==> src/rtl/ex_mem_if.sv <==
// ex_mem_if: bundle of everything that crosses the ex/mem pipeline register
// apart from clock and reset.
//   control   : stall[5:0] (1 = stop, [0]=pc .. [5]=wb), flush
//   ex side   : ex_wd, ex_wreg, ex_wdata, ex_hi, ex_lo, ex_whilo,
//               hilo_i / cnt_i (madd/msub partial product and step count)
//   mem side  : mem_wd, mem_wreg, mem_wdata, mem_hi, mem_lo, mem_whilo
//   feedback  : hilo_o / cnt_o back to ex, bubble_cnt perf counter
// Modports: master = pipeline control + ex stage (drives inputs),
//           slave  = the ex_mem register itself.
interface ex_mem_if #(
  parameter int CNT_W  = 2,
  parameter int PERF_W = 32
);
  logic [5:0]        stall;
  logic              flush;
  logic [4:0]        ex_wd;
  logic              ex_wreg;
  logic [31:0]       ex_wdata;
  logic [31:0]       ex_hi;
  logic [31:0]       ex_lo;
  logic              ex_whilo;
  logic [63:0]       hilo_i;
  logic [CNT_W-1:0]  cnt_i;
  logic [4:0]        mem_wd;
  logic              mem_wreg;
  logic [31:0]       mem_wdata;
  logic [31:0]       mem_hi;
  logic [31:0]       mem_lo;
  logic              mem_whilo;
  logic [63:0]       hilo_o;
  logic [CNT_W-1:0]  cnt_o;
  logic [PERF_W-1:0] bubble_cnt;

  modport master (
    output stall, flush, ex_wd, ex_wreg, ex_wdata, ex_hi, ex_lo, ex_whilo,
           hilo_i, cnt_i,
    input  mem_wd, mem_wreg, mem_wdata, mem_hi, mem_lo, mem_whilo,
           hilo_o, cnt_o, bubble_cnt
  );

  modport slave (
    input  stall, flush, ex_wd, ex_wreg, ex_wdata, ex_hi, ex_lo, ex_whilo,
           hilo_i, cnt_i,
    output mem_wd, mem_wreg, mem_wdata, mem_hi, mem_lo, mem_whilo,
           hilo_o, cnt_o, bubble_cnt
  );
endinterface

==> src/rtl/ex_mem.sv <==
// ex_mem: pipeline register between execute and memory access.
// Carries GPR and HI/LO write-back results from ex to mem with one cycle of
// latency, applies stall/flush (inserting NOP bubbles), holds the two-cycle
// madd/msub partial product and step count for ex to read back, and keeps a
// saturating count of inserted bubbles.
// Ports:
//   clk : clock, all state updates on the rising edge
//   rst : synchronous active-high reset
//   bus : ex_mem_if.slave (stall/flush, ex_* in, mem_*/hilo_o/cnt_o/bubble_cnt out)
module ex_mem #(
  parameter int CNT_W  = 2,
  parameter int PERF_W = 32
) (
  input  logic        clk,
  input  logic        rst,
  ex_mem_if.slave     bus
);

  localparam logic [4:0] NOP_REG_ADDR = 5'd0;

  logic [4:0]        mem_wd_reg;
  logic              mem_wreg_reg;
  logic [31:0]       mem_wdata_reg;
  logic [31:0]       mem_hi_reg;
  logic [31:0]       mem_lo_reg;
  logic              mem_whilo_reg;
  logic [63:0]       hilo_reg;
  logic [CNT_W-1:0]  cnt_reg;
  logic [PERF_W-1:0] bubble_reg;
  logic [PERF_W-1:0] bubble_next;

  // Stage 3 (ex) stopped while stage 4 (mem) keeps going: mem must see a NOP.
  logic ex_stall_mem_free;
  // stall[3]=0 with stall[4]=1 never comes from ctrl; it falls into the
  // pass-through branch along with the normal stall[3]=0 case.
  logic ex_running;

  assign ex_stall_mem_free = bus.stall[3] & ~bus.stall[4];
  assign ex_running        = ~bus.stall[3];

  // Saturating increment: stop at all-ones rather than wrapping.
  always_comb begin
    bubble_next = bubble_reg;
    if (bubble_reg != {PERF_W{1'b1}})
      bubble_next = bubble_reg + 1'b1;
  end

  always_ff @(posedge clk) begin
    if (rst) begin
      mem_wd_reg    <= NOP_REG_ADDR;
      mem_wreg_reg  <= 1'b0;
      mem_wdata_reg <= 32'd0;
      mem_hi_reg    <= 32'd0;
      mem_lo_reg    <= 32'd0;
      mem_whilo_reg <= 1'b0;
      hilo_reg      <= 64'd0;
      cnt_reg       <= '0;
      bubble_reg    <= '0;
    end else if (bus.flush) begin
      // A flushed slot is not a stall bubble, so the counter is left alone;
      // any half-finished madd/msub is abandoned.
      mem_wd_reg    <= NOP_REG_ADDR;
      mem_wreg_reg  <= 1'b0;
      mem_wdata_reg <= 32'd0;
      mem_hi_reg    <= 32'd0;
      mem_lo_reg    <= 32'd0;
      mem_whilo_reg <= 1'b0;
      hilo_reg      <= 64'd0;
      cnt_reg       <= '0;
    end else if (ex_stall_mem_free) begin
      // Bubble into mem, but keep ex's first-cycle madd/msub result so the
      // second cycle can pick it up from hilo_o/cnt_o.
      mem_wd_reg    <= NOP_REG_ADDR;
      mem_wreg_reg  <= 1'b0;
      mem_wdata_reg <= 32'd0;
      mem_hi_reg    <= 32'd0;
      mem_lo_reg    <= 32'd0;
      mem_whilo_reg <= 1'b0;
      hilo_reg      <= bus.hilo_i;
      cnt_reg       <= bus.cnt_i;
      bubble_reg    <= bubble_next;
    end else if (ex_running) begin
      mem_wd_reg    <= bus.ex_wd;
      mem_wreg_reg  <= bus.ex_wreg;
      mem_wdata_reg <= bus.ex_wdata;
      mem_hi_reg    <= bus.ex_hi;
      mem_lo_reg    <= bus.ex_lo;
      mem_whilo_reg <= bus.ex_whilo;
      hilo_reg      <= 64'd0;
      cnt_reg       <= '0;
    end
    // Remaining case (ex and mem both stalled): every register holds.
  end

  assign bus.mem_wd     = mem_wd_reg;
  assign bus.mem_wreg   = mem_wreg_reg;
  assign bus.mem_wdata  = mem_wdata_reg;
  assign bus.mem_hi     = mem_hi_reg;
  assign bus.mem_lo     = mem_lo_reg;
  assign bus.mem_whilo  = mem_whilo_reg;
  assign bus.hilo_o     = hilo_reg;
  assign bus.cnt_o      = cnt_reg;
  assign bus.bubble_cnt = bubble_reg;

endmodule

==> src/flat_wrapper.sv <==
// flat-port wrapper written by rule: the top's interface ports become plain ports
module ex_mem_flat 
#(
  parameter int CNT_W  = 2,
  parameter int PERF_W = 32
)
  (clk, rst, bus_stall, bus_flush, bus_ex_wd, bus_ex_wreg, bus_ex_wdata, bus_ex_hi, bus_ex_lo, bus_ex_whilo, bus_hilo_i, bus_cnt_i, bus_mem_wd, bus_mem_wreg, bus_mem_wdata, bus_mem_hi, bus_mem_lo, bus_mem_whilo, bus_hilo_o, bus_cnt_o, bus_bubble_cnt);
  ex_mem_if #(.CNT_W(CNT_W), .PERF_W(PERF_W)) bus_i ();
  input  logic clk;
  input  logic rst;
  input wire logic [$bits(bus_i.stall)-1:0] bus_stall;
  input wire logic [$bits(bus_i.flush)-1:0] bus_flush;
  input wire logic [$bits(bus_i.ex_wd)-1:0] bus_ex_wd;
  input wire logic [$bits(bus_i.ex_wreg)-1:0] bus_ex_wreg;
  input wire logic [$bits(bus_i.ex_wdata)-1:0] bus_ex_wdata;
  input wire logic [$bits(bus_i.ex_hi)-1:0] bus_ex_hi;
  input wire logic [$bits(bus_i.ex_lo)-1:0] bus_ex_lo;
  input wire logic [$bits(bus_i.ex_whilo)-1:0] bus_ex_whilo;
  input wire logic [$bits(bus_i.hilo_i)-1:0] bus_hilo_i;
  input wire logic [$bits(bus_i.cnt_i)-1:0] bus_cnt_i;
  output wire logic [$bits(bus_i.mem_wd)-1:0] bus_mem_wd;
  output wire logic [$bits(bus_i.mem_wreg)-1:0] bus_mem_wreg;
  output wire logic [$bits(bus_i.mem_wdata)-1:0] bus_mem_wdata;
  output wire logic [$bits(bus_i.mem_hi)-1:0] bus_mem_hi;
  output wire logic [$bits(bus_i.mem_lo)-1:0] bus_mem_lo;
  output wire logic [$bits(bus_i.mem_whilo)-1:0] bus_mem_whilo;
  output wire logic [$bits(bus_i.hilo_o)-1:0] bus_hilo_o;
  output wire logic [$bits(bus_i.cnt_o)-1:0] bus_cnt_o;
  output wire logic [$bits(bus_i.bubble_cnt)-1:0] bus_bubble_cnt;
  assign bus_i.stall = bus_stall;
  assign bus_i.flush = bus_flush;
  assign bus_i.ex_wd = bus_ex_wd;
  assign bus_i.ex_wreg = bus_ex_wreg;
  assign bus_i.ex_wdata = bus_ex_wdata;
  assign bus_i.ex_hi = bus_ex_hi;
  assign bus_i.ex_lo = bus_ex_lo;
  assign bus_i.ex_whilo = bus_ex_whilo;
  assign bus_i.hilo_i = bus_hilo_i;
  assign bus_i.cnt_i = bus_cnt_i;
  assign bus_mem_wd = bus_i.mem_wd;
  assign bus_mem_wreg = bus_i.mem_wreg;
  assign bus_mem_wdata = bus_i.mem_wdata;
  assign bus_mem_hi = bus_i.mem_hi;
  assign bus_mem_lo = bus_i.mem_lo;
  assign bus_mem_whilo = bus_i.mem_whilo;
  assign bus_hilo_o = bus_i.hilo_o;
  assign bus_cnt_o = bus_i.cnt_o;
  assign bus_bubble_cnt = bus_i.bubble_cnt;
  ex_mem #(.CNT_W(CNT_W), .PERF_W(PERF_W)) u_core (.clk(clk), .rst(rst), .bus(bus_i));
endmodule
==> config.mk <==
export PLATFORM = sky130hd
export DESIGN_NAME = ex_mem_flat
export DESIGN_NICKNAME = d
export VERILOG_FILES = /design/src/rtl/ex_mem_if.sv /design/src/rtl/ex_mem.sv /design/src/flat_wrapper.sv
export SDC_FILE = /design/constraint.sdc
export NUM_CORES = 1
export LEC_CHECK = 0
export ABC_AREA = 1
export CORE_ASPECT_RATIO = 1.1
export CORE_MARGIN = 3
export CORE_UTILIZATION = 35
export CTS_BUF_LIST = sky130_fd_sc_hd__clkbuf_8
export DETAILED_ROUTE_END_ITERATION = 7
export PLACE_DENSITY_LB_ADDON = 0.05
export SLEW_MARGIN = 20
export SYNTH_ARGS = -nofsm -noshare
export SYNTH_HDL_FRONTEND = slang
export SYNTH_SLANG_ARGS = --single-unit
==> constraint.sdc <==
create_clock -name clk -period 1.6 [get_ports clk]
set_input_delay 0.48 -clock clk [delete_from_list [all_inputs] [get_ports clk]]
set_output_delay 0.48 -clock clk [all_outputs]
set_load 0.03 [all_outputs]
# [Yosys cells after proc, flatten, opt, wreduce, memory -nomap -nowiden]
# Cells that the tools add are included.
[totals] ff_bits=201 latch_bits=0 ramBits=0 mem_bits_ro=0 input_bits=178 word_cells=22 memories=0
[classes] n_addsub=1 n_mul=0 div=0 n_lt_le_gt_ge=0 n_eq_ne=2 shift=0 n_mux=4 bitwise=3 n_reduce_logical=3
[ops] op="$mux W64" n=2
[ops] op="$add A32 B1 Y32 const B" n=1
[ops] op="$ne A32 B32 Y1 const B" n=1
[ops] op="$mux W2" n=2
[ops] op="$reduce_and A3 Y1" n=1
[ops] op="$reduce_or A3 Y1" n=1
[ops] op="$ne A2 B1 Y1 const B" n=1
[ops] op="$not A1 Y1" n=2
[ops] op="$reduce_or A2 Y1" n=1
[ops] op="$and A1 B1 Y1" n=1

# [Longest topological paths before layout]
[logic_depth] ltp_word=3 depth_mapped=11 depth_no_buf=10

# [Least setup slack after synthesis]
# No wires, ideal clock.
[synth_path] path_type="flip-flop to flip-flop" from="register u_core.bubble_reg[1], in the netlist u_core.bus.bubble_cnt[1]" to="register u_core.bubble_reg[13], in the netlist u_core.bus.bubble_cnt[13]" setup_time_ns=0.109 arrival_time_ns=1.651 t_required_ns=1.491 path_slack_ns=-0.161 path_stages_with_launch=12 path_buffers=1 synth_period_minus_slack_ns=1.761 cell_sequence="dfxtp_1 ha_1 nand2_1 nor2_2 nand2_1 nor2_4 nand2_2 nand2_2 buf_6 o21bai_1 inv_2 nor2_1"
[synth_via] elab_chain_cells=2 word_cells_on_any_way=3
[synth_lines] item="start, declared" line_no="ex_mem.sv:29" rtl="logic [PERF_W-1:0] bubble_reg;"
[synth_lines] item="start signal, assigned" line_no="ex_mem.sv:81" rtl="bubble_reg <= bubble_next;"
[synth_lines] item="parallel branches: the longest is 2 deep, another holds $add A32 B1 Y32"
# Parallel ways; which one is timed is not known.
# A chain may end at the register's enable or synchronous reset.

# [Final worst setup path]
[layout_path] from="register u_core.bubble_reg[0], in the netlist u_core.bus.bubble_cnt[0]" to="register u_core.bubble_reg[31], in the netlist u_core.bus.bubble_cnt[31]"
# Same word-level chain as after synthesis.

==> impl_metrics.ini <==
[route]
drc = 0
routed_wl_um = 28900
avgRoutedWirePerCell_um = 15.8
vias_per_cell = 4.68
ant_nets = 0
vias = 8518
drtPass1Iterations = 4
drt_iter0_markers = 303

[sta]
relSlewSlack = 0.503
rsz0062_at_grt = yes
tightest_slew_ns = 0.745
finClkSkew_ns = 0.0135
max_freq_mhz = 609
hold_viol = 0
layout_setup_ws_ns = -0.0433
fin_crit_ns = 1.64
report.final.slew_viol_count = 0
fin_crit_sh = 1.03
setup_viol = 8

[power]
p_int_mw = 8.47
p_seq_frac = 0.454
switching_share = 0.256
power_leakage_nw = 5.57
p_clk_frac = 0.415
power_density_nw_per_um2 = 849
power_mw = 11.4
switchingPower_mw = 2.92
comb_power_share = 0.131
ir_drop_uv = 759

[placed_design]
dp_hpwl_um = 20400
gp_congestion = 0.812
numPortBuffers = 374
pre_cts_ws_ns = -0.227

[setup_path]
required_ns = 2.04
crit_path_top_delay_cell = dfxtp_4
path_max_fanout = 6
crit_chain = ha_4 -> nand2_4 -> nor2_4 -> nand2_2 -> nor2_4 -> a21oi_4 -> buf_12 -> clkbuf_16 -> nand3_1 -> nand2_1 -> nor2_1
cp_common_cell = nor2_4
reg2reg_from = u_core.bus.bubble_cnt[0]$_SDFFE_PP0P_
arrival_ns = 2.08
crit_buf_inv = 2
r2r_slack_ns = -0.04
critPathCaptureType = flop
crit_family = simple AND/OR/NAND/NOR gates
cp-start-kind = flop
r2r.worst_path.cells = 11
r2r-end = u_core.bus.bubble_cnt[31]$_SDFFE_PP0P_
cpPeakStageDelay_ns = 0.37
path_class = reg2reg

[global_routing]
grt_overflow = 0
grt_pass1_vias = 8137
grt_pass1_wl_um = 43500
gr-usage-all-layers = 0.220
grt_max_degree = 100
antenna_found_initial = 0

[clock_tree]
cts-root-buf = clkbuf_8
cts_made_buffers = 36
clk_pin_slew_ns = 0.06
clock-sinks = 201
cts_max_level = 2
cts_tree = done
cts_buffer_depth = 3
worstSkewPairLatency_ns = 0.52

[finish]
largest_reg_flops = 64
syn2layout_area_growth_pct = 68.4
n_antenna_cell = 0
post-route-util = 0.603
drive_gt1_frac = 0.297
nets = 1681

[synthesis]
syn_area_um2 = 7960
synth_top_area_cell = dfxtp_1
synth_cell_types = 24
synth_area_leaders = dfxtp_1 51%, nand2_1 17%, a21oi_1 12%
avgSynthCellArea_um2 = 7.42
synth_top_area_frac = 0.505
yosysSeqAreaShare = 0.505
synth_cells = 1074
synth_seq_cells = 201
yosys_warnings = 0
synth_nets = 1253

[die]
initial_core_util = 0.358
die_area_um2 = 24600
ios = 379
die_h_um = 164
dieWidth_um = 150
row_count = 57
core_um2 = 22300

[status]
status = finished, violations left
failed_checks = negative setup slack

[worst_hold_path]
hold_path_startpoint = u_core.bus.mem_hi[11]$_SDFFE_PP0N_
hold-path-cell-count = 2
min_path_type = reg2reg
hold_end = u_core.bus.mem_hi[11]$_SDFFE_PP0N_

[job]
timing.max_cap.violations = 0
worst max-delay path by stage:
stage	end	slack, ns	from	depth (start not counted)
3_3_place_gp	u_core.bus.mem_lo[23]$_SDFFE_PP0N_	-0.21	rst	6
6_report	u_core.bus.bubble_cnt[31]$_SDFFE_PP0P_	-0.04	u_core.bus.bubble_cnt[0]$_SDFFE_PP0P_	11
2_1_floorplan	u_core.bus.bubble_cnt[13]$_SDFFE_PP0P_	0.003	u_core.bus.bubble_cnt[18]$_SDFFE_PP0P_	10
5_1_grt	u_core.bus.bubble_cnt[22]$_SDFFE_PP0P_	-0.09	u_core.bus.bubble_cnt[0]$_SDFFE_PP0P_	11
4_1_cts	bus_bubble_cnt[0]	-0.04	u_core.bus.bubble_cnt[0]$_SDFFE_PP0P_	2
3_5_place_dp	u_core.bus.mem_hi[0]$_SDFFE_PP0N_	-0.23	rst	6
synthesized netlist by cell type:
master / number
nand4_1: 5
clkbuf_1: 37
dfxtp_1: 201
ha_1: 1
a21oi_4: 1
or2_2: 1
nand2_1: 352
clkinv_1: 9
nand2_2: 9
buf_6: 5
inv_1: 35
a21oi_1: 186
o21ai_0: 4
nor2_2: 13
nor2_4: 4
and3_1: 1
nand3_2: 14
nand3_1: 87
inv_2: 4
buf_4: 2
o21bai_1: 10
buf_1: 8
nor2_1: 67
buf_2: 18
per-layer routing:
layer	global-route usage	wire length (um)
met4	0.0628	658
met1	0.250	11100
met2	0.388	14500
met3	0.0820	2540
met5	0	0
timing repair:
item | in CTS | in global routing
cloned | 1 | 1
gates resized for setup | 785 | 64
setup buffers | 12 | 10
hold buffers | 0 | 0
endpoints found under the setup margin | 189 | 76
pin swaps | 10 | 20
power by group through the flow:
stage | logic [mW] | clock network, mW | registers (mW)
CTS | 1.49 | 4.90 | 5.17
detailed placement | 1.53 | 0 | 5.28
global placement | 1.52 | 0 | 5.28
finish | 1.49 | 4.73 | 5.17
global route | 1.60 | 5.13 | 5.18
floorplan | 0.420 | 0 | 5.48
tightest hold or removal path, delay by kind of cell (launching register included):
| kind | cells | cell delay, ns |
|---|---|---|
| flops | 1 | 0.30 |
| simple gates | 1 | 0.05 |
| compound gates | 1 | 0.05 |
per-stage QoR:
step                      setup TNS (ns)  hold slack, ns  cells  area, um2
after floorplan                        0           0.552   1074       7970
after global placement            -31.88           0.441   1744      12800
final                            -0.0945           0.453   1822      13400
after CTS                         -0.232           0.447   1814      13200
after global routing               -1.61           0.469   1822      13400
after detailed placement          -32.71           0.453   1744      12800
cells by family after synthesis:
logic type,synth area share
DFF,0.505
and+or+nand+nor,0.298
AOI/OAI and AO/OA,0.131
adders and majority gates,0.00157
buffers and inverters,0.0641
cells in the final DEF (no fill, tap or decap), drive strengths merged:
cell           Yosys  final
dfxtp            201    201
clkbuf            37     68
nand3            101    101
o21bai            10     10
nand2            361    361
or2                1      1
ha                 1      1
buf               33    268
and3               1      1
clkdlybuf4s50      0    171
nor2              84     84
nand4              5      5
inv               39     55
clkinv             9      9
o21ai              4      4
a21oi            187    187
area by class of cell:
type	count	area, um2
Clock buffer	47	647
Clock inverter	16	66.3
Fill cell	2117	8840
Inverter	48	183
Multi-Input combinational cell	755	3630
Sequential cell	201	4080
Tap cell	295	369
Timing Repair Buffer	460	4440
(Power assumes the default switching activity.)
